===== config.mk =====
export PLATFORM = sky130hd
export DESIGN_NAME = lsu_writeback_flat
export DESIGN_NICKNAME = d
export VERILOG_FILES = /design/src/rtl/lsu_pkg.sv /design/src/rtl/lsu_writeback_if.sv /design/src/rtl/lsu_timeout_ctr.sv /design/src/rtl/lsu_writeback.sv /design/src/flat_wrapper.sv
export SDC_FILE = /design/constraint.sdc
export NUM_CORES = 1
export LEC_CHECK = 0
export ABC_AREA = 1
export CAP_MARGIN = 20
export CORE_ASPECT_RATIO = 0.5
export CORE_MARGIN = 10
export CORE_UTILIZATION = 67
export CTS_BUF_LIST = sky130_fd_sc_hd__clkbuf_16
export DETAILED_ROUTE_END_ITERATION = 8
export DONT_BUFFER_PORTS = 1
export PLACE_DENSITY = 0.93
export SYNTH_ARGS = -nofsm -noshare
export SYNTH_HDL_FRONTEND = slang
export SYNTH_SLANG_ARGS = --single-unit

===== constraint.sdc =====
create_clock -name clk -period 12.06 [get_ports clk]
set_input_delay 2.412 -clock clk [delete_from_list [all_inputs] [get_ports clk]]
set_output_delay 2.412 -clock clk [all_outputs]
set_load 0.005 [all_outputs]

===== src/rtl/lsu_pkg.sv =====
// Shared definitions for the load/store writeback block: FSM states,
// default widths and the word-alignment mask.
package lsu_pkg;

    localparam int DATA_W_DEF      = 32;
    localparam int ADDR_W_DEF      = 32;
    localparam int REG_AW_DEF      = 5;
    localparam int TIMEOUT_CYC_DEF = 255;

    // Low address bits that must be zero for a word access.
    localparam logic [1:0] ALIGN_MASK = 2'b11;

    typedef enum logic [1:0] {
        IDLE = 2'd0,
        MEM  = 2'd1,
        WB   = 2'd2
    } state_e;

    function automatic logic word_aligned(input logic [1:0] addr_lsb);
        return (addr_lsb & ALIGN_MASK) == 2'b00;
    endfunction

endpackage


===== src/rtl/lsu_writeback_if.sv =====
// Issue, data-memory and register-file-write signals of lsu_writeback.
// master: the writeback block itself. slave: its environment
// (issue stage, data memory, register file).
interface lsu_writeback_if
    import lsu_pkg::*;
#(
    parameter int DATA_W = DATA_W_DEF,
    parameter int ADDR_W = ADDR_W_DEF,
    parameter int REG_AW = REG_AW_DEF
) ();

    logic              iss_valid;
    logic              iss_ready;
    logic              iss_load;
    logic              iss_store;
    logic [DATA_W-1:0] iss_base;
    logic [DATA_W-1:0] iss_wdata;
    logic [DATA_W-1:0] iss_offset;
    logic [DATA_W-1:0] iss_alu;
    logic [REG_AW-1:0] iss_dest;

    logic              mem_req;
    logic              mem_we;
    logic [ADDR_W-1:0] mem_addr;
    logic [DATA_W-1:0] mem_wdata;
    logic              mem_ack;
    logic [DATA_W-1:0] mem_rdata;

    logic              rf_we;
    logic [REG_AW-1:0] rf_dest;
    logic [DATA_W-1:0] rf_alu_data;
    logic [DATA_W-1:0] rf_mem_data;
    logic              rf_mem_sel;

    modport master (
        input  iss_valid, iss_load, iss_store, iss_base, iss_wdata,
               iss_offset, iss_alu, iss_dest,
        output iss_ready,
        output mem_req, mem_we, mem_addr, mem_wdata,
        input  mem_ack, mem_rdata,
        output rf_we, rf_dest, rf_alu_data, rf_mem_data, rf_mem_sel
    );

    modport slave (
        output iss_valid, iss_load, iss_store, iss_base, iss_wdata,
               iss_offset, iss_alu, iss_dest,
        input  iss_ready,
        input  mem_req, mem_we, mem_addr, mem_wdata,
        output mem_ack, mem_rdata,
        input  rf_we, rf_dest, rf_alu_data, rf_mem_data, rf_mem_sel
    );

endinterface


===== src/rtl/lsu_timeout_ctr.sv =====
// Loadable down-counter for the memory-ack watchdog. Loaded with
// (limit - 1) on entry to the wait state; expire_o is high during the
// last allowed cycle while run_i is set.
module lsu_timeout_ctr #(
    parameter int CNT_W = 8
) (
    input  logic             clk,
    input  logic             rst,
    input  logic             load_i,
    input  logic [CNT_W-1:0] load_val_i,
    input  logic             run_i,
    output logic             expire_o
);

    logic [CNT_W-1:0] cnt_q;

    // Count down while running; a load restarts the window.
    always_ff @(posedge clk or posedge rst) begin
        if (rst) begin
            cnt_q <= '0;
        end else if (load_i) begin
            cnt_q <= load_val_i;
        end else if (run_i && cnt_q != '0) begin
            cnt_q <= cnt_q - 1'b1;
        end
    end

    assign expire_o = run_i && (cnt_q == '0);

endmodule


===== src/rtl/lsu_writeback.sv =====
// Register-file write-port owner: ALU results go straight to writeback,
// word loads/stores run one transaction on the data-memory bus first.
// Optional build macro LSU_TIMEOUT_EN adds a watchdog on mem_ack.
module lsu_writeback
    import lsu_pkg::*;
#(
    parameter int DATA_W      = DATA_W_DEF,
    parameter int ADDR_W      = ADDR_W_DEF,
    parameter int REG_AW      = REG_AW_DEF,
    parameter int TIMEOUT_CYC = TIMEOUT_CYC_DEF
) (
    input  logic            clk,
    input  logic            rst,
    lsu_writeback_if.master bus,
    output logic            err
);

    state_e            state_q, state_d;
    logic              mem_req_q, mem_req_d;
    logic              mem_we_q, mem_we_d;
    logic [ADDR_W-1:0] mem_addr_q, mem_addr_d;
    logic [DATA_W-1:0] mem_wdata_q, mem_wdata_d;
    logic              rf_we_q, rf_we_d;
    logic [REG_AW-1:0] rf_dest_q, rf_dest_d;
    logic [DATA_W-1:0] rf_alu_data_q, rf_alu_data_d;
    logic [DATA_W-1:0] rf_mem_data_q, rf_mem_data_d;
    logic              rf_mem_sel_q, rf_mem_sel_d;
    logic              err_q, err_d;

    logic [DATA_W-1:0] ea_full;
    logic [ADDR_W-1:0] ea;
    logic              is_mem_op;
    logic              tmo_load;
    logic              tmo_expire;

    assign ea_full   = bus.iss_base + bus.iss_offset;
    assign ea        = ea_full[ADDR_W-1:0];
    assign is_mem_op = bus.iss_load | bus.iss_store;

`ifdef LSU_TIMEOUT_EN
    localparam int               CNT_W    = $clog2(TIMEOUT_CYC + 1);
    localparam logic [CNT_W-1:0] TMO_LOAD = CNT_W'(TIMEOUT_CYC - 1);

    lsu_timeout_ctr #(
        .CNT_W (CNT_W)
    ) u_timeout_ctr (
        .clk        (clk),
        .rst        (rst),
        .load_i     (tmo_load),
        .load_val_i (TMO_LOAD),
        .run_i      (state_q == MEM),
        .expire_o   (tmo_expire)
    );
`else
    // Watchdog compiled out: MEM waits for mem_ack indefinitely.
    assign tmo_expire = tmo_load & 1'b0 & (TIMEOUT_CYC != 0);
`endif

    // Next-state and next-output decode; outputs are all registered.
    always_comb begin
        state_d       = state_q;
        mem_req_d     = mem_req_q;
        mem_we_d      = mem_we_q;
        mem_addr_d    = mem_addr_q;
        mem_wdata_d   = mem_wdata_q;
        rf_we_d       = 1'b0;
        rf_dest_d     = rf_dest_q;
        rf_alu_data_d = rf_alu_data_q;
        rf_mem_data_d = rf_mem_data_q;
        rf_mem_sel_d  = rf_mem_sel_q;
        err_d         = 1'b0;
        tmo_load      = 1'b0;

        case (state_q)
            IDLE: begin
                if (bus.iss_valid) begin
                    if (!is_mem_op) begin
                        rf_dest_d     = bus.iss_dest;
                        rf_alu_data_d = bus.iss_alu;
                        rf_mem_sel_d  = 1'b0;
                        rf_we_d       = 1'b1;
                        state_d       = WB;
                    end else if (!word_aligned(ea[1:0])) begin
                        err_d = 1'b1;
                    end else begin
                        // Load wins when both load and store are flagged.
                        mem_req_d   = 1'b1;
                        mem_we_d    = bus.iss_store & ~bus.iss_load;
                        mem_addr_d  = ea;
                        mem_wdata_d = bus.iss_wdata;
                        if (bus.iss_load) begin
                            rf_dest_d = bus.iss_dest;
                        end
                        tmo_load    = 1'b1;
                        state_d     = MEM;
                    end
                end
            end
            MEM: begin
                if (bus.mem_ack) begin
                    mem_req_d = 1'b0;
                    mem_we_d  = 1'b0;
                    if (!mem_we_q) begin
                        rf_mem_data_d = bus.mem_rdata;
                        rf_mem_sel_d  = 1'b1;
                        rf_we_d       = 1'b1;
                        state_d       = WB;
                    end else begin
                        state_d = IDLE;
                    end
                end else if (tmo_expire) begin
                    mem_req_d = 1'b0;
                    mem_we_d  = 1'b0;
                    err_d     = 1'b1;
                    state_d   = IDLE;
                end
            end
            WB: begin
                state_d = IDLE;
            end
            default: begin
                state_d = IDLE;
            end
        endcase
    end

    // State and output registers; reset abandons any transaction.
    always_ff @(posedge clk or posedge rst) begin
        if (rst) begin
            state_q       <= IDLE;
            mem_req_q     <= 1'b0;
            mem_we_q      <= 1'b0;
            mem_addr_q    <= '0;
            mem_wdata_q   <= '0;
            rf_we_q       <= 1'b0;
            rf_dest_q     <= '0;
            rf_alu_data_q <= '0;
            rf_mem_data_q <= '0;
            rf_mem_sel_q  <= 1'b0;
            err_q         <= 1'b0;
        end else begin
            state_q       <= state_d;
            mem_req_q     <= mem_req_d;
            mem_we_q      <= mem_we_d;
            mem_addr_q    <= mem_addr_d;
            mem_wdata_q   <= mem_wdata_d;
            rf_we_q       <= rf_we_d;
            rf_dest_q     <= rf_dest_d;
            rf_alu_data_q <= rf_alu_data_d;
            rf_mem_data_q <= rf_mem_data_d;
            rf_mem_sel_q  <= rf_mem_sel_d;
            err_q         <= err_d;
        end
    end

    assign bus.iss_ready   = (state_q == IDLE);
    assign bus.mem_req     = mem_req_q;
    assign bus.mem_we      = mem_we_q;
    assign bus.mem_addr    = mem_addr_q;
    assign bus.mem_wdata   = mem_wdata_q;
    assign bus.rf_we       = rf_we_q;
    assign bus.rf_dest     = rf_dest_q;
    assign bus.rf_alu_data = rf_alu_data_q;
    assign bus.rf_mem_data = rf_mem_data_q;
    assign bus.rf_mem_sel  = rf_mem_sel_q;
    assign err             = err_q;

endmodule


===== src/flat_wrapper.sv =====
// flat-port wrapper written by rule: the top's interface ports become plain ports
module lsu_writeback_flat import lsu_pkg::*;
#(
    parameter int DATA_W      = DATA_W_DEF,
    parameter int ADDR_W      = ADDR_W_DEF,
    parameter int REG_AW      = REG_AW_DEF,
    parameter int TIMEOUT_CYC = TIMEOUT_CYC_DEF
)
  (clk, rst, err, bus_iss_valid, bus_iss_load, bus_iss_store, bus_iss_base, bus_iss_wdata, bus_iss_offset, bus_iss_alu, bus_iss_dest, bus_iss_ready, bus_mem_req, bus_mem_we, bus_mem_addr, bus_mem_wdata, bus_mem_ack, bus_mem_rdata, bus_rf_we, bus_rf_dest, bus_rf_alu_data, bus_rf_mem_data, bus_rf_mem_sel);
  lsu_writeback_if #(.DATA_W(DATA_W), .ADDR_W(ADDR_W), .REG_AW(REG_AW)) bus_i ();
  input  logic clk;
  input  logic rst;
  output logic err;
  input wire logic [$bits(bus_i.iss_valid)-1:0] bus_iss_valid;
  input wire logic [$bits(bus_i.iss_load)-1:0] bus_iss_load;
  input wire logic [$bits(bus_i.iss_store)-1:0] bus_iss_store;
  input wire logic [$bits(bus_i.iss_base)-1:0] bus_iss_base;
  input wire logic [$bits(bus_i.iss_wdata)-1:0] bus_iss_wdata;
  input wire logic [$bits(bus_i.iss_offset)-1:0] bus_iss_offset;
  input wire logic [$bits(bus_i.iss_alu)-1:0] bus_iss_alu;
  input wire logic [$bits(bus_i.iss_dest)-1:0] bus_iss_dest;
  output wire logic [$bits(bus_i.iss_ready)-1:0] bus_iss_ready;
  output wire logic [$bits(bus_i.mem_req)-1:0] bus_mem_req;
  output wire logic [$bits(bus_i.mem_we)-1:0] bus_mem_we;
  output wire logic [$bits(bus_i.mem_addr)-1:0] bus_mem_addr;
  output wire logic [$bits(bus_i.mem_wdata)-1:0] bus_mem_wdata;
  input wire logic [$bits(bus_i.mem_ack)-1:0] bus_mem_ack;
  input wire logic [$bits(bus_i.mem_rdata)-1:0] bus_mem_rdata;
  output wire logic [$bits(bus_i.rf_we)-1:0] bus_rf_we;
  output wire logic [$bits(bus_i.rf_dest)-1:0] bus_rf_dest;
  output wire logic [$bits(bus_i.rf_alu_data)-1:0] bus_rf_alu_data;
  output wire logic [$bits(bus_i.rf_mem_data)-1:0] bus_rf_mem_data;
  output wire logic [$bits(bus_i.rf_mem_sel)-1:0] bus_rf_mem_sel;
  assign bus_i.iss_valid = bus_iss_valid;
  assign bus_i.iss_load = bus_iss_load;
  assign bus_i.iss_store = bus_iss_store;
  assign bus_i.iss_base = bus_iss_base;
  assign bus_i.iss_wdata = bus_iss_wdata;
  assign bus_i.iss_offset = bus_iss_offset;
  assign bus_i.iss_alu = bus_iss_alu;
  assign bus_i.iss_dest = bus_iss_dest;
  assign bus_iss_ready = bus_i.iss_ready;
  assign bus_mem_req = bus_i.mem_req;
  assign bus_mem_we = bus_i.mem_we;
  assign bus_mem_addr = bus_i.mem_addr;
  assign bus_mem_wdata = bus_i.mem_wdata;
  assign bus_i.mem_ack = bus_mem_ack;
  assign bus_i.mem_rdata = bus_mem_rdata;
  assign bus_rf_we = bus_i.rf_we;
  assign bus_rf_dest = bus_i.rf_dest;
  assign bus_rf_alu_data = bus_i.rf_alu_data;
  assign bus_rf_mem_data = bus_i.rf_mem_data;
  assign bus_rf_mem_sel = bus_i.rf_mem_sel;
  lsu_writeback #(.DATA_W(DATA_W), .ADDR_W(ADDR_W), .REG_AW(REG_AW), .TIMEOUT_CYC(TIMEOUT_CYC)) u_core (.clk(clk), .rst(rst), .bus(bus_i), .err(err));
endmodule

---- After elaboration in Yosys (flattened, before gate mapping) ----
Index checks and enable logic that the tools add are counted.
operators by class
  $add $sub $neg .......................... 1
  multiply operators ...................... 0
  bitwise gates (word level) .............. 5
  equal/unequal tests ..................... 10
  divide/modulo/power cells ............... 0
  reduce and logical (&&, ||, !) cells .... 10
  muxes and demuxes ....................... 32
  magnitude comparators ................... 0
  shifts and indexed selects .............. 0
operator list
  kind                  number
  $add A32 B32 Y32      1
  $mux W1               19
  $mux W5               3
  $ne A2 B2 Y1 const B  6
  $mux W2               5
  $reduce_and A5 Y1     2
  $reduce_and A3 Y1     3
  $pmux W1 S2           4
  $reduce_and A4 Y1     2
  $logic_not A2 Y1      2
  $ne A2 B1 Y1 const B  2
  $pmux W2 S2           1
  $ne A3 B3 Y1 const B  1
  $not A1 Y1            3
  $eq A2 B1 Y1 const B  1
  $reduce_bool A2 Y1    1
  $and A1 B1 Y1         1
  $or A1 B1 Y1          1
word-level totals
  ROM bits ................................ 0
  bits in registers ....................... 140
  latch bits .............................. 0
  bits in writable memories ............... 0
  input port bits ......................... 171
  memories ................................ 0
  output and inout port bits .............. 139

---- Longest topological paths before layout ----
Gate-level depths: netlist (run 1).
  depth in word-level cells ............... 6
  mapped depth ............................ 13
  depth with buffers taken out ............ 13

---- Least setup slack after synthesis (run 1) ----
Ideal clock, no wire load.
  kind .................................... input to register
  start point ............................. input port bus_iss_offset[0]
  end point ............................... register u_core.mem_addr_q[25], in the netlist u_core.bus.mem_addr[25]
  setup time .............................. 0.117 ns
  stages on the path ...................... 10
  arrival ................................. 3.890 ns
  data required time ...................... 11.943 ns
  buffers on the path ..................... 2
  slack ................................... 8.053 ns
  cell sequence ........................... ha_1 > inv_1 > fa_1 > nand2_1 > o21ai_1 > nand3_2 > buf_4 > buf_4 > nand2_1 > nand2_1
between the ends
  cells in the longest elaborated chain, start to end .. 3
RTL lines
  element                      line                  RTL
  start, declared              flat_wrapper.sv:19    input wire logic [$bits(bus_i.iss_offset)-1:0] bus_iss_offset;
  $add A32 B32 Y32 *           lsu_writeback.sv:36   assign ea_full = bus.iss_base + bus.iss_offset;
  $logic_not A2 Y1             lsu_pkg.sv:20         return (addr_lsb & ALIGN_MASK) == 2'b00;
  $reduce_and A4 Y1 (no line)  --
  end signal, assigned         lsu_writeback.sv:145  mem_addr_q <= mem_addr_d;
  end, declared                lsu_writeback.sv:21   logic [ADDR_W-1:0] mem_addr_q, mem_addr_d;
Mark *: on every way between the ends. The rest lies on a longest branch, timed or not.
A chain may end at the register's enable or synchronous reset.

---- Worst setup path in the final report (run 1) ----
  start point ............................. input port bus_iss_offset[0]
  end point ............................... register u_core.mem_addr_q[30], in the netlist u_core.bus.mem_addr[30]
Same word-level chain as after synthesis.

==> results of run 1 <==
## worst max-delay path, stage by stage
cell	delay (ps)
ha_1	170
inv_1	70
fa_1	470
nand2_1	120
o21ai_1	220
nand3_2	110
inv_2	650
nand3_1	200
nand2_1	120
## layer usage
metal	vias to the layer above	wire length, microns
li1	3057	-
met3	58	2001
met4	0	742
met5	-	0
met1	2979	8135
met2	312	11010
## cells in the mapped netlist (2+ instances only)
cell	number
dfrtp_1	140
nand3_1	46
nor2_2	3
o21bai_1	3
nand4_1	3
and2_1	3
nand2_2	2
xnor2_1	13
nand2_1	466
clkbuf_1	3
o21ai_0	15
o21ai_1	4
nor2_1	49
inv_1	122
buf_2	16
nand3b_1	4
ha_1	31
a21oi_1	23
mux2_2	37
inv_2	3
buf_4	3
## power by group through the flow
stage          Clock [mW]  Sequential, mW  Combinational [mW]
3_3_place_gp            0           0.927               0.420
2_1_floorplan           0           0.834               0.377
6_report            0.532           0.926               0.460
5_1_grt             0.559           0.946               0.527
3_5_place_dp            0           0.938               0.451
4_1_cts             0.536           0.934               0.460
## cell families (layout without fill, tap and decap cells)
kind of cell               after synthesis  in the layout  share of synthesized area [%]
adders and majority gates               32             32                          5.375
and+or+nand+nor                        580            580                          30.40
buffers and inverters                  147            159                          7.683
muxes                                   37             37                          5.491
AOI/OAI and AO/OA                       47             47                          3.265
xor gates and xnor gates                14             14                          1.616
DFF                                    140            140                          46.17
## sequential cells by signal (all words and copies together) (netlist names)
register and flops:
u_core.bus.mem_addr 32, u_core.bus.mem_req 1, u_core.bus.mem_wdata 32, u_core.bus.mem_we 1
u_core.bus.rf_alu_data 32, u_core.bus.rf_dest 5, u_core.bus.rf_mem_data 32, u_core.bus.rf_mem_sel 1
u_core.bus.rf_we 1, u_core.err 1, u_core.state_q 2
## final cells by class
type	instances	area [sq um]
Sequential cell	140	3503
Tap cell	145	181.4
Fill cell	811	2731
Clock buffer	17	425.4
Clock inverter	15	180.2
Inverter	125	474.2
Timing Repair Buffer	2	15.01
Multi-Input combinational cell	710	3502
## final timing paths
| check | end | start | slack [ps] |
|---|---|---|---|
| worst max register to register | u_core.bus.rf_alu_data[28] | u_core.state_q[1] | 9910 |
| min in group asynchronous | u_core.bus.rf_alu_data[18] | rst | 1990 |
| worst min-delay path | u_core.bus.rf_alu_data[21] | u_core.bus.rf_alu_data[21] | 520 |
| max in group asynchronous | u_core.bus.rf_alu_data[12] | rst | 8850 |
| worst min register to register | u_core.bus.rf_alu_data[21] | u_core.bus.rf_alu_data[21] | 520 |
| worst max-delay path | u_core.bus.mem_addr[30] | bus_iss_offset[0] | 7840 |
## through the flow
step | total power, mW | setup slack (ps) | instances | area, sq um | utilization, %
2_1_floorplan | 1.210 | 5895 | 997 | 7589 | -
3_3_place_gp | 1.347 | 7615 | 1122 | 7676 | 69.70
3_5_place_dp | 1.388 | 7484 | 1122 | 7676 | 69.70
4_1_cts | 1.930 | 7893 | 1154 | 8282 | 75.20
5_1_grt | 2.032 | 7669 | 1154 | 8282 | 75.20
6_report | 1.918 | 7845 | 1154 | 8282 | 75.20
==> flow_summary.yaml, run 1 <==
status:
  outcome: "finished clean"
pwr:
  leakage_nw: 4.663
  switching_power_uw: 692.7
  p_comb_share_pct: 24.0
  sequentialPowerShare_pct: 48.3
  swShare_pct: 36.11
  p_int_mw: 1.225
  vdd_drop_max_mv: 0.1582
  power_frac_clock_pct: 27.7
  p_per_area_mw_per_mm2: 231.6
flow_run:
  drv_cap: 0
floorplanning:
  die_width_microns: 170.5
  initial_utilization_pct: 68.90
  die_h_microns: 95.26
  rows: 27
  design.die.area_sq_mm: 0.01624
  io-pin-count: 310
  coreArea_sq_mm: 0.01101
global_routing:
  met1_usage_pct: 28.33
  grt-ovfl-total: 0
  grt_max_degree: 84
  antenna_found_initial: 0
  grt_pass1_vias: 6104
  gr-usage-met3_pct: 7.667
  top_usage_layer: "met2"
  grt_pass1_wl_microns: 32790
  grt_use_total_pct: 25.72
  met2_usage_pct: 46.19
sta:
  maxSlewViolCount: 0
  finalCritPeriodShare_pct: 34.95
  timing.fmax_ghz: 0.2372
  setup_viol: 0
  period_needed_ps: 4215
  hold_slack_ps: 515.7
  setup-tns-final_ps: 0
  rsz0062_at_grt: "false"
  finalHoldViolCount: 0
  finClkSkew_ps: 9.952
  worstMarginPinSlew_ps: 867.0
  slew_headroom_pct: 42.12
cts:
  cts_hold_buffers: 0
  cts_root_buffer: "clkbuf_16"
  numCtsBuffers: 17
  ctsResizeCount: 0
  clock-sinks: 140
  h-tree-depth: 4
  clkTransAtPathRegs_ps: 60
  clkLatencyLatePin_ps: 410
  clockBufferDepth: 2
  tritoncts: "built"
  post_cts_buffers: 0
detailed_routing:
  firstDrtPassIters: 7
  routed-via-count: 6406
  drtAntennaViolNets: 0
  drc: 0
  routedWlPerCell_microns: 18.97
  routed_wl_microns: 21890
  drt_iter0_markers: 623
  routed_via_density: 5.551
worst_setup_path:
  start_kind: "primary input"
  required_ps: 12400
  arrival_ps: 4560
  path_class: "in2reg"
  critPathCaptureType: "flop"
  reg2regPathDepth: 7
  critPathMaxFanout: 51
synthesis:
  seq_area_frac_synth_pct: 46.17
  synth_top_area_share_pct: 46.17
  synth_top_flop_cell: "dfrtp_1"
  syn_avg_cell_area_sq_um: 7.611
  async_flop_share_pct: 100.0
  ys_ff_latch: 140
  synth-warning-count: 0
  synth_cells: 997
  synth_area_leaders: "dfrtp_1 (46%), nand2_1 (23%), inv_1 (6.0%)"
  synth-edff-count: 0
  syn_area_sq_mm: 0.007589
  yosysUniqueCellTypes: 29
  yosys.area.top_type: "dfrtp_1"
  syn_nets: 1200
cells_and_area:
  area_growth_pct: 9.134
  drive_gt1_share_pct: 8.028
  layout_commonest_cell: "nand2_1"
  antenna_cells: 0
  final_nets: 1199
  layout_common_cells: "nand2_1 (466), dfrtp_1 (140), inv_1 (122), nor2_1 (49), nand3_1 (46)"
placed_design:
  dp_hpwl_microns: 17310
  io_buffers: 0
  gp_congestion: 0.9292
min_path:
  hold_class: "reg2reg"
  hold_depth: 2
Note: power is estimated with default switching activity, not from simulation.
==> run 2: changes to the inputs <==
--- a/config.mk
+++ b/config.mk
@@ -9,11 +9,11 @@
 export CAP_MARGIN = 20
 export CORE_ASPECT_RATIO = 0.5
 export CORE_MARGIN = 10
-export CORE_UTILIZATION = 67
+export CORE_UTILIZATION = 58
 export CTS_BUF_LIST = sky130_fd_sc_hd__clkbuf_16
 export DETAILED_ROUTE_END_ITERATION = 8
 export DONT_BUFFER_PORTS = 1
-export PLACE_DENSITY = 0.93
+export PLACE_DENSITY = 0.86
 export SYNTH_ARGS = -nofsm -noshare
 export SYNTH_HDL_FRONTEND = slang
 export SYNTH_SLANG_ARGS = --single-unit
==> constraint.sdc (replaced) <==
create_clock -name clk -period 3.4 [get_ports clk]
set_input_delay 0.68 -clock clk [delete_from_list [all_inputs] [get_ports clk]]
set_output_delay 0.68 -clock clk [all_outputs]
set_load 0.005 [all_outputs]
==> run 2 against run 1 <==
Cell count grew 2.3%. Global-route usage shrank 3.3 points. Sequential power rose to 3.5 times the previous value. Utilization shrank 9.9 points. Sequential share of layout area is 0.20 points lower. Worst setup slack worse by 6800 ps. Via count is 2.5% lower. Critical endpoint is now u_core.bus.mem_addr[14]. Largest cell class unchanged.
==> flow_summary.yaml, run 2 (synthesized netlist as in run 1, its figures left out) <==
status:
  outcome: "finished clean"
worst_setup_path:
  required_ps: 3690
  reg2regPathDepth: 7
  path_class: "in2reg"
  reg2reg_from: "u_core.state_q[1]"
  cpPeakStageDelay_ps: 570
  r2r_end: "u_core.bus.rf_alu_data[13]"
  cp_num_cells: 10
  crit_family: "buffers and inverters"
  start_kind: "primary input"
  crit_chain: "ha_1 -> inv_1 -> fa_1 -> nand2_1 -> o21ai_1 -> nand3_2 -> buf_4 -> a21oi_1 -> o21ai_1 -> nand2_1"
  critPathMaxFanout: 78
  crit_buf_inv: 2
  slowest_stage: "buf_4"
  critPathCaptureType: "flop"
  r2r_slack_ps: 1360
  arrival_ps: 2600
placed_design:
  placed_cells: 1149
  io_buffers: 0
  pre_cts_slack_ps: 703.1
  gp_congestion: 0.9257
  dp_hpwl_microns: 17350
cells_and_area:
  final_nets: 1201
  fill_cells: 1060
  layout_commonest_cell: "nand2_1"
  fin_cells: 1181
  antenna_cells: 0
  drive_gt1_share_pct: 8.309
  layout_common_cells: "nand2_1 (466), dfrtp_1 (140), inv_1 (122), nor2_1 (49), nand3_1 (46)"
  area_growth_pct: 9.646
cts:
  clkLatencyLatePin_ps: 410
  clock-sinks: 140
  numCtsBuffers: 17
  post_cts_buffers: 0
  tritoncts: "built"
  clockBufferDepth: 2
  cts_hold_buffers: 0
  ctsResizeCount: 0
  h-tree-depth: 4
  clkTransAtPathRegs_ps: 60
  cts_root_buffer: "clkbuf_16"
pwr:
  p_per_area_mw_per_mm2: 799.9
  finalPower_mw: 6.656
  vdd_drop_max_mv: 0.5963
  leakage_nw: 4.645
sta:
  maxSlewViolCount: 0
  finClkSkew_ps: 11.89
  timing.fmax_ghz: 0.4318
  fin_ws_ps: 1084
  worstMarginPinSlew_ps: 852.4
  period_needed_ps: 2316
  finalHoldViolCount: 0
  setup-tns-final_ps: 0
  slew_headroom_pct: 43.05
  rsz0062_at_grt: "false"
  finalCritPeriodShare_pct: 68.12
  setup_viol: 0
global_routing:
  grt-ovfl-total: 0
  grt_pass1_vias: 6224
  grt_use_total_pct: 22.46
  grt_pass1_wl_microns: 33130
  antenna_found_initial: 0
  grt_max_degree: 79
detailed_routing:
  routed-via-count: 6244
  routedWlPerCell_microns: 18.20
  drc: 0
  drtAntennaViolNets: 0
  firstDrtPassIters: 5
  drt_iter0_markers: 550
  routed_via_density: 5.287
  routed_wl_microns: 21500
min_path:
  hold_class: "in2async"
floorplanning:
  die_width_microns: 181.8
  die_h_microns: 100.9
  coreArea_sq_mm: 0.01274
  design.die.area_sq_mm: 0.01834
  io-pin-count: 310
  initial_utilization_pct: 59.58
  rows: 29
flow_run:
  drv_cap: 0
-- run 2: power by group --
part	switching, mW	internal (mW)	total [mW]
sequential	0.782	2.48	3.26
clock	0.700	1.08	1.78
combinational	0.949	0.673	1.62
total	2.43	4.22	6.66
-- run 2: area by class of cell --
cell class                      instances  area, sq um  area share (%)
Sequential cell                       140         3503           42.11
Multi-Input combinational cell        710         3502           42.09
Inverter                              125        473.0           5.684
Clock buffer                           17        425.4           5.113
Tap cell                              170        212.7           2.556
Clock inverter                         15        148.9           1.789
Timing Repair Buffer                    4        55.05          0.6617
-- run 2: per-layer routing --
metal  part of all wire [%]  wire length, microns  global-route usage [%]
met1                     38                  8214                   25.55
met2                     51                 10920                   39.60
met3                    8.6                  1857                   6.452
met4                    2.4                   507                   8.701
met5                      0                     0                       0
-- run 2: how the worst max path moves through the flow --
stage,slack (ps),startpoint,to
after floorplan,970,rst,u_core.bus.mem_addr[0]
after detailed placement,700,bus_iss_offset[0],u_core.bus.mem_addr[14]
after CTS,1130,bus_iss_offset[0],u_core.bus.mem_addr[14]
after global routing,950,bus_iss_offset[0],u_core.bus.mem_addr[14]
final,1080,bus_iss_offset[0],u_core.bus.mem_addr[14]
after global placement,740,bus_iss_offset[0],u_core.bus.mem_addr[14]
-- run 2: metrics by stage --
step	cell area (sq um)	utilization [%]	hold slack, ps
after floorplan	7592	-	472.4
after global routing	8320	65.33	340.5
after CTS	8320	65.33	326.8
after global placement	7746	60.82	500.5
final	8320	65.33	307.4
after detailed placement	7746	60.82	507.0
-- run 2: worst reg2reg max path, stage by stage, from the launching register on --
cell and delay (ps):
dfrtp_1 420, nor2_4 180, inv_2 70, nor2_1 150
nand2_2 390, inv_2 560, nand2_1 120, nand2_1 90
==> run 3: changes to the inputs <==
--- a/config.mk
+++ b/config.mk
@@ -5,15 +5,15 @@
 export SDC_FILE = /design/constraint.sdc
 export NUM_CORES = 1
 export LEC_CHECK = 0
-export ABC_AREA = 1
+export ABC_AREA = 0
 export CAP_MARGIN = 20
 export CORE_ASPECT_RATIO = 0.5
 export CORE_MARGIN = 10
-export CORE_UTILIZATION = 58
+export CORE_UTILIZATION = 64
 export CTS_BUF_LIST = sky130_fd_sc_hd__clkbuf_16
 export DETAILED_ROUTE_END_ITERATION = 8
 export DONT_BUFFER_PORTS = 1
-export PLACE_DENSITY = 0.86
+export PLACE_DENSITY = 0.9
 export SYNTH_ARGS = -nofsm -noshare
 export SYNTH_HDL_FRONTEND = slang
 export SYNTH_SLANG_ARGS = --single-unit
==> constraint.sdc (replaced) <==
create_clock -name clk -period 2.2 [get_ports clk]
set_input_delay 0.44 -clock clk [delete_from_list [all_inputs] [get_ports clk]]
set_output_delay 0.44 -clock clk [all_outputs]
set_load 0.005 [all_outputs]
==> run 3 against run 2 <==
Register-to-register slack worse by 1000 ps. Largest cell class unchanged. Critical path type unchanged. Flip-flop and latch count unchanged. Sequential share of layout area up 1.5 points. Via count down 21%. Largest power group unchanged. Critical endpoint is now u_core.bus.mem_addr[24]. Hold slack worse by 300 ps.
==> flow_summary.yaml, run 3 <==
detailed_routing:
  drt_iter0_markers: 321
  routed_wl_microns: 19770
  drc: 0
  routed_via_density: 5.933
  routedWlPerCell_microns: 23.80
  drtAntennaViolNets: 0
  firstDrtPassIters: 4
  routed-via-count: 4930
synthesis:
  yosys.area_share.simple_pct: 13.20
  yosysUniqueCellTypes: 61
  synth-edff-count: 0
  synth-warning-count: 0
  yosysMostFrequentCell: "nand2_1"
  synth_mux_area_share_pct: 11.79
  syn_area_sq_mm: 0.006770
  syn_avg_cell_area_sq_um: 10.90
  syn_nets: 824
  synth_xor_area_share_pct: 3.234
  synth_area_leaders: "dfrtp_1 (52%), mux2_2 (12%), nand2_1 (8.0%)"
  synth_top_flop_cell: "dfrtp_1"
  synth_top_family_by_area: "simple AND/OR/NAND/NOR gates"
  synth_top_area_share_pct: 51.75
  synth_compound_area_share_pct: 12.12
  synth_cells: 621
  seq_area_frac_synth_pct: 51.75
  async_flop_share_pct: 100.0
  synth_fa_ha_area_share_pct: 6.025
  ys_ff_latch: 140
  yosys.area.top_type: "dfrtp_1"
  synthTopCellsByCount: "nand2_1 (145), dfrtp_1 (140), mux2_2 (70)"
floorplanning:
  io-pin-count: 310
  die_h_microns: 92.73
  rows: 26
  initial_utilization_pct: 66.07
  die_width_microns: 165.5
  design.die.area_sq_mm: 0.01534
  coreArea_sq_mm: 0.01025
global_routing:
  grt-ovfl-total: 0
  grt_max_degree: 63
  grt_pass1_vias: 5125
  antenna_found_initial: 0
  grt_pass1_wl_microns: 29990
  grt_use_total_pct: 24.94
cts:
  clkTransAtPathRegs_ps: 70
  tritoncts: "built"
  post_cts_buffers: 0
  clockBufferDepth: 2
  clock-sinks: 140
  numCtsBuffers: 17
  clkLatencyLatePin_ps: 410
  cts_hold_buffers: 0
  ctsResizeCount: 0
  h-tree-depth: 4
  cts_root_buffer: "clkbuf_16"
sta:
  maxSlewViolCount: 0
  period_needed_ps: 2138
  timing.fmax_ghz: 0.4678
  fin_ws_ps: 62.36
  slew_headroom_pct: 52.64
  finClkSkew_ps: 11.76
  setup_viol: 0
  finalCritPeriodShare_pct: 97.17
  finalHoldViolCount: 0
  setup-tns-final_ps: 0
  worstMarginPinSlew_ps: 709.0
worst_setup_path:
  cpPeakStageDelay_ps: 400
  arrival_ps: 2480
  path_class: "in2reg"
  critPathCaptureType: "flop"
  crit_chain: "ha_4 -> inv_2 -> fa_2 -> nor2b_4 -> o211ai_4 -> a31oi_4 -> a211oi_4 -> o21ai_2 -> a221oi_4 -> buf_4 -> or4_1 -> nand3_1"
  required_ps: 2550
  slowest_stage: "or4_1"
  critPathMaxFanout: 5
  start_kind: "primary input"
pwr:
  vdd_drop_max_mv: 0.6184
  switching_power_mw: 3.109
  p_int_mw: 6.069
  p_per_area_mw_per_mm2: 1143
  sequentialPowerShare_pct: 50.8
  power_frac_clock_pct: 29.1
  p_comb_share_pct: 20.1
  finalPower_mw: 9.179
  leakage_nw: 3.770
  swShare_pct: 33.88
flow_run:
  drv_cap: 0
status:
  outcome: "finished clean"
placed_design:
  io_buffers: 0
  gp_congestion: 0.9056
  pre_cts_slack_ps: -343.2
  dp_hpwl_microns: 15610
cells_and_area:
  antenna_cells: 0
  area_growth_pct: 18.65
  final_nets: 881
  drive_gt1_share_pct: 28.80
  layout_common_cells: "nand2_1 (145), dfrtp_1 (140), mux2_2 (70), buf_4 (59), o21ai_0 (30)"
  fill_cells: 665
  fin_util_pct: 78.39
  layout_commonest_cell: "nand2_1"
min_path:
  hold_class: "in2async"
==> run 3: changes by cell type in the layout (fill, tap and decap cells not counted), moves of 12 or more <==
cell	previous run	this run
mux2_2	37	70
inv_1	122	9
o21ai_0	15	30
nand3_1	46	6
xor2_1	1	15
nand2_1	466	145
buf_4	2	59
a21o_1	1	13
nor2_1	49	11
==> run 3: per-layer routing <==
metal | GRT usage, % | vias to the layer above | routed length (microns)
met5 | 0 | - | 0
met4 | 6.468 | 0 | 225
met3 | 8.127 | 19 | 1840
met2 | 45.62 | 190 | 10690
met1 | 27.36 | 2441 | 7018
li1 | - | 2280 | -
==> run 3: critical path, delay by kind of cell <==
family	cells	cell delay (ps)
AOI/OAI and AO/OA	5	690
and+or+nand+nor	3	670
buffers and inverters	2	210
adders and majority gates	2	490
==> run 3: cell families (layout without fill, tap and decap cells) <==
| group | after synthesis | in the layout |
|---|---|---|
| buffers and inverters | 34 | 104 |
| flip-flops | 140 | 140 |
| adder cells (fa/ha/maj) | 32 | 32 |
| multiplexers | 71 | 71 |
| AND/OR/NAND/NOR | 203 | 203 |
| XOR/XNOR | 25 | 25 |
| AO/OA/AOI/OAI | 116 | 116 |
==> run 3: path summary, 6_finish.rpt <==
check | startpoint | endpoint | slack [ps] | cells past startpoint
setup / recovery | bus_iss_base[0] | u_core.bus.mem_addr[24] | 60 | 12
hold / removal | rst | u_core.bus.rf_mem_data[10] | 9 | 1
setup reg to reg | u_core.state_q[0] | u_core.bus.mem_addr[24] | 340 | 5
hold reg to reg | u_core.bus.mem_wdata[30] | u_core.bus.mem_wdata[30] | 510 | 2
max in group asynchronous | rst | u_core.bus.mem_wdata[22] | 1470 | 2
min in group clk | bus_iss_wdata[11] | u_core.bus.mem_wdata[11] | 130 | 2
==> run 3: per-stage QoR <==
step	instances	instance area, sq um	hold WS, ps
global route	831	8033	41.91
detailed placement	799	7453	445.0
finish	831	8033	8.687
global placement	799	7453	433.6
floorplan	621	6879	469.7
CTS	831	8004	12.52
==> run 3: cell type report <==
type / instances / area [sq um] / area share, %
Sequential cell: 140 / 3503 / 43.61
Multi-Input combinational cell: 447 / 3276 / 40.78
Timing Repair Buffer: 61 / 483.0 / 6.012
Clock buffer: 17 / 425.4 / 5.296
Tap cell: 140 / 175.2 / 2.181
Clock inverter: 15 / 125.1 / 1.558
Inverter: 11 / 45.04 / 0.5607
==> run 3: power by group through the flow <==
stage / clock network [mW] / registers (mW) / logic [mW]
2_1_floorplan: 0 / 4.27 / 1.40
6_report: 2.67 / 4.66 / 1.85
3_3_place_gp: 0 / 4.67 / 1.69
3_5_place_dp: 0 / 4.74 / 1.82
4_1_cts: 2.70 / 4.71 / 1.85
5_1_grt: 2.84 / 4.77 / 2.08
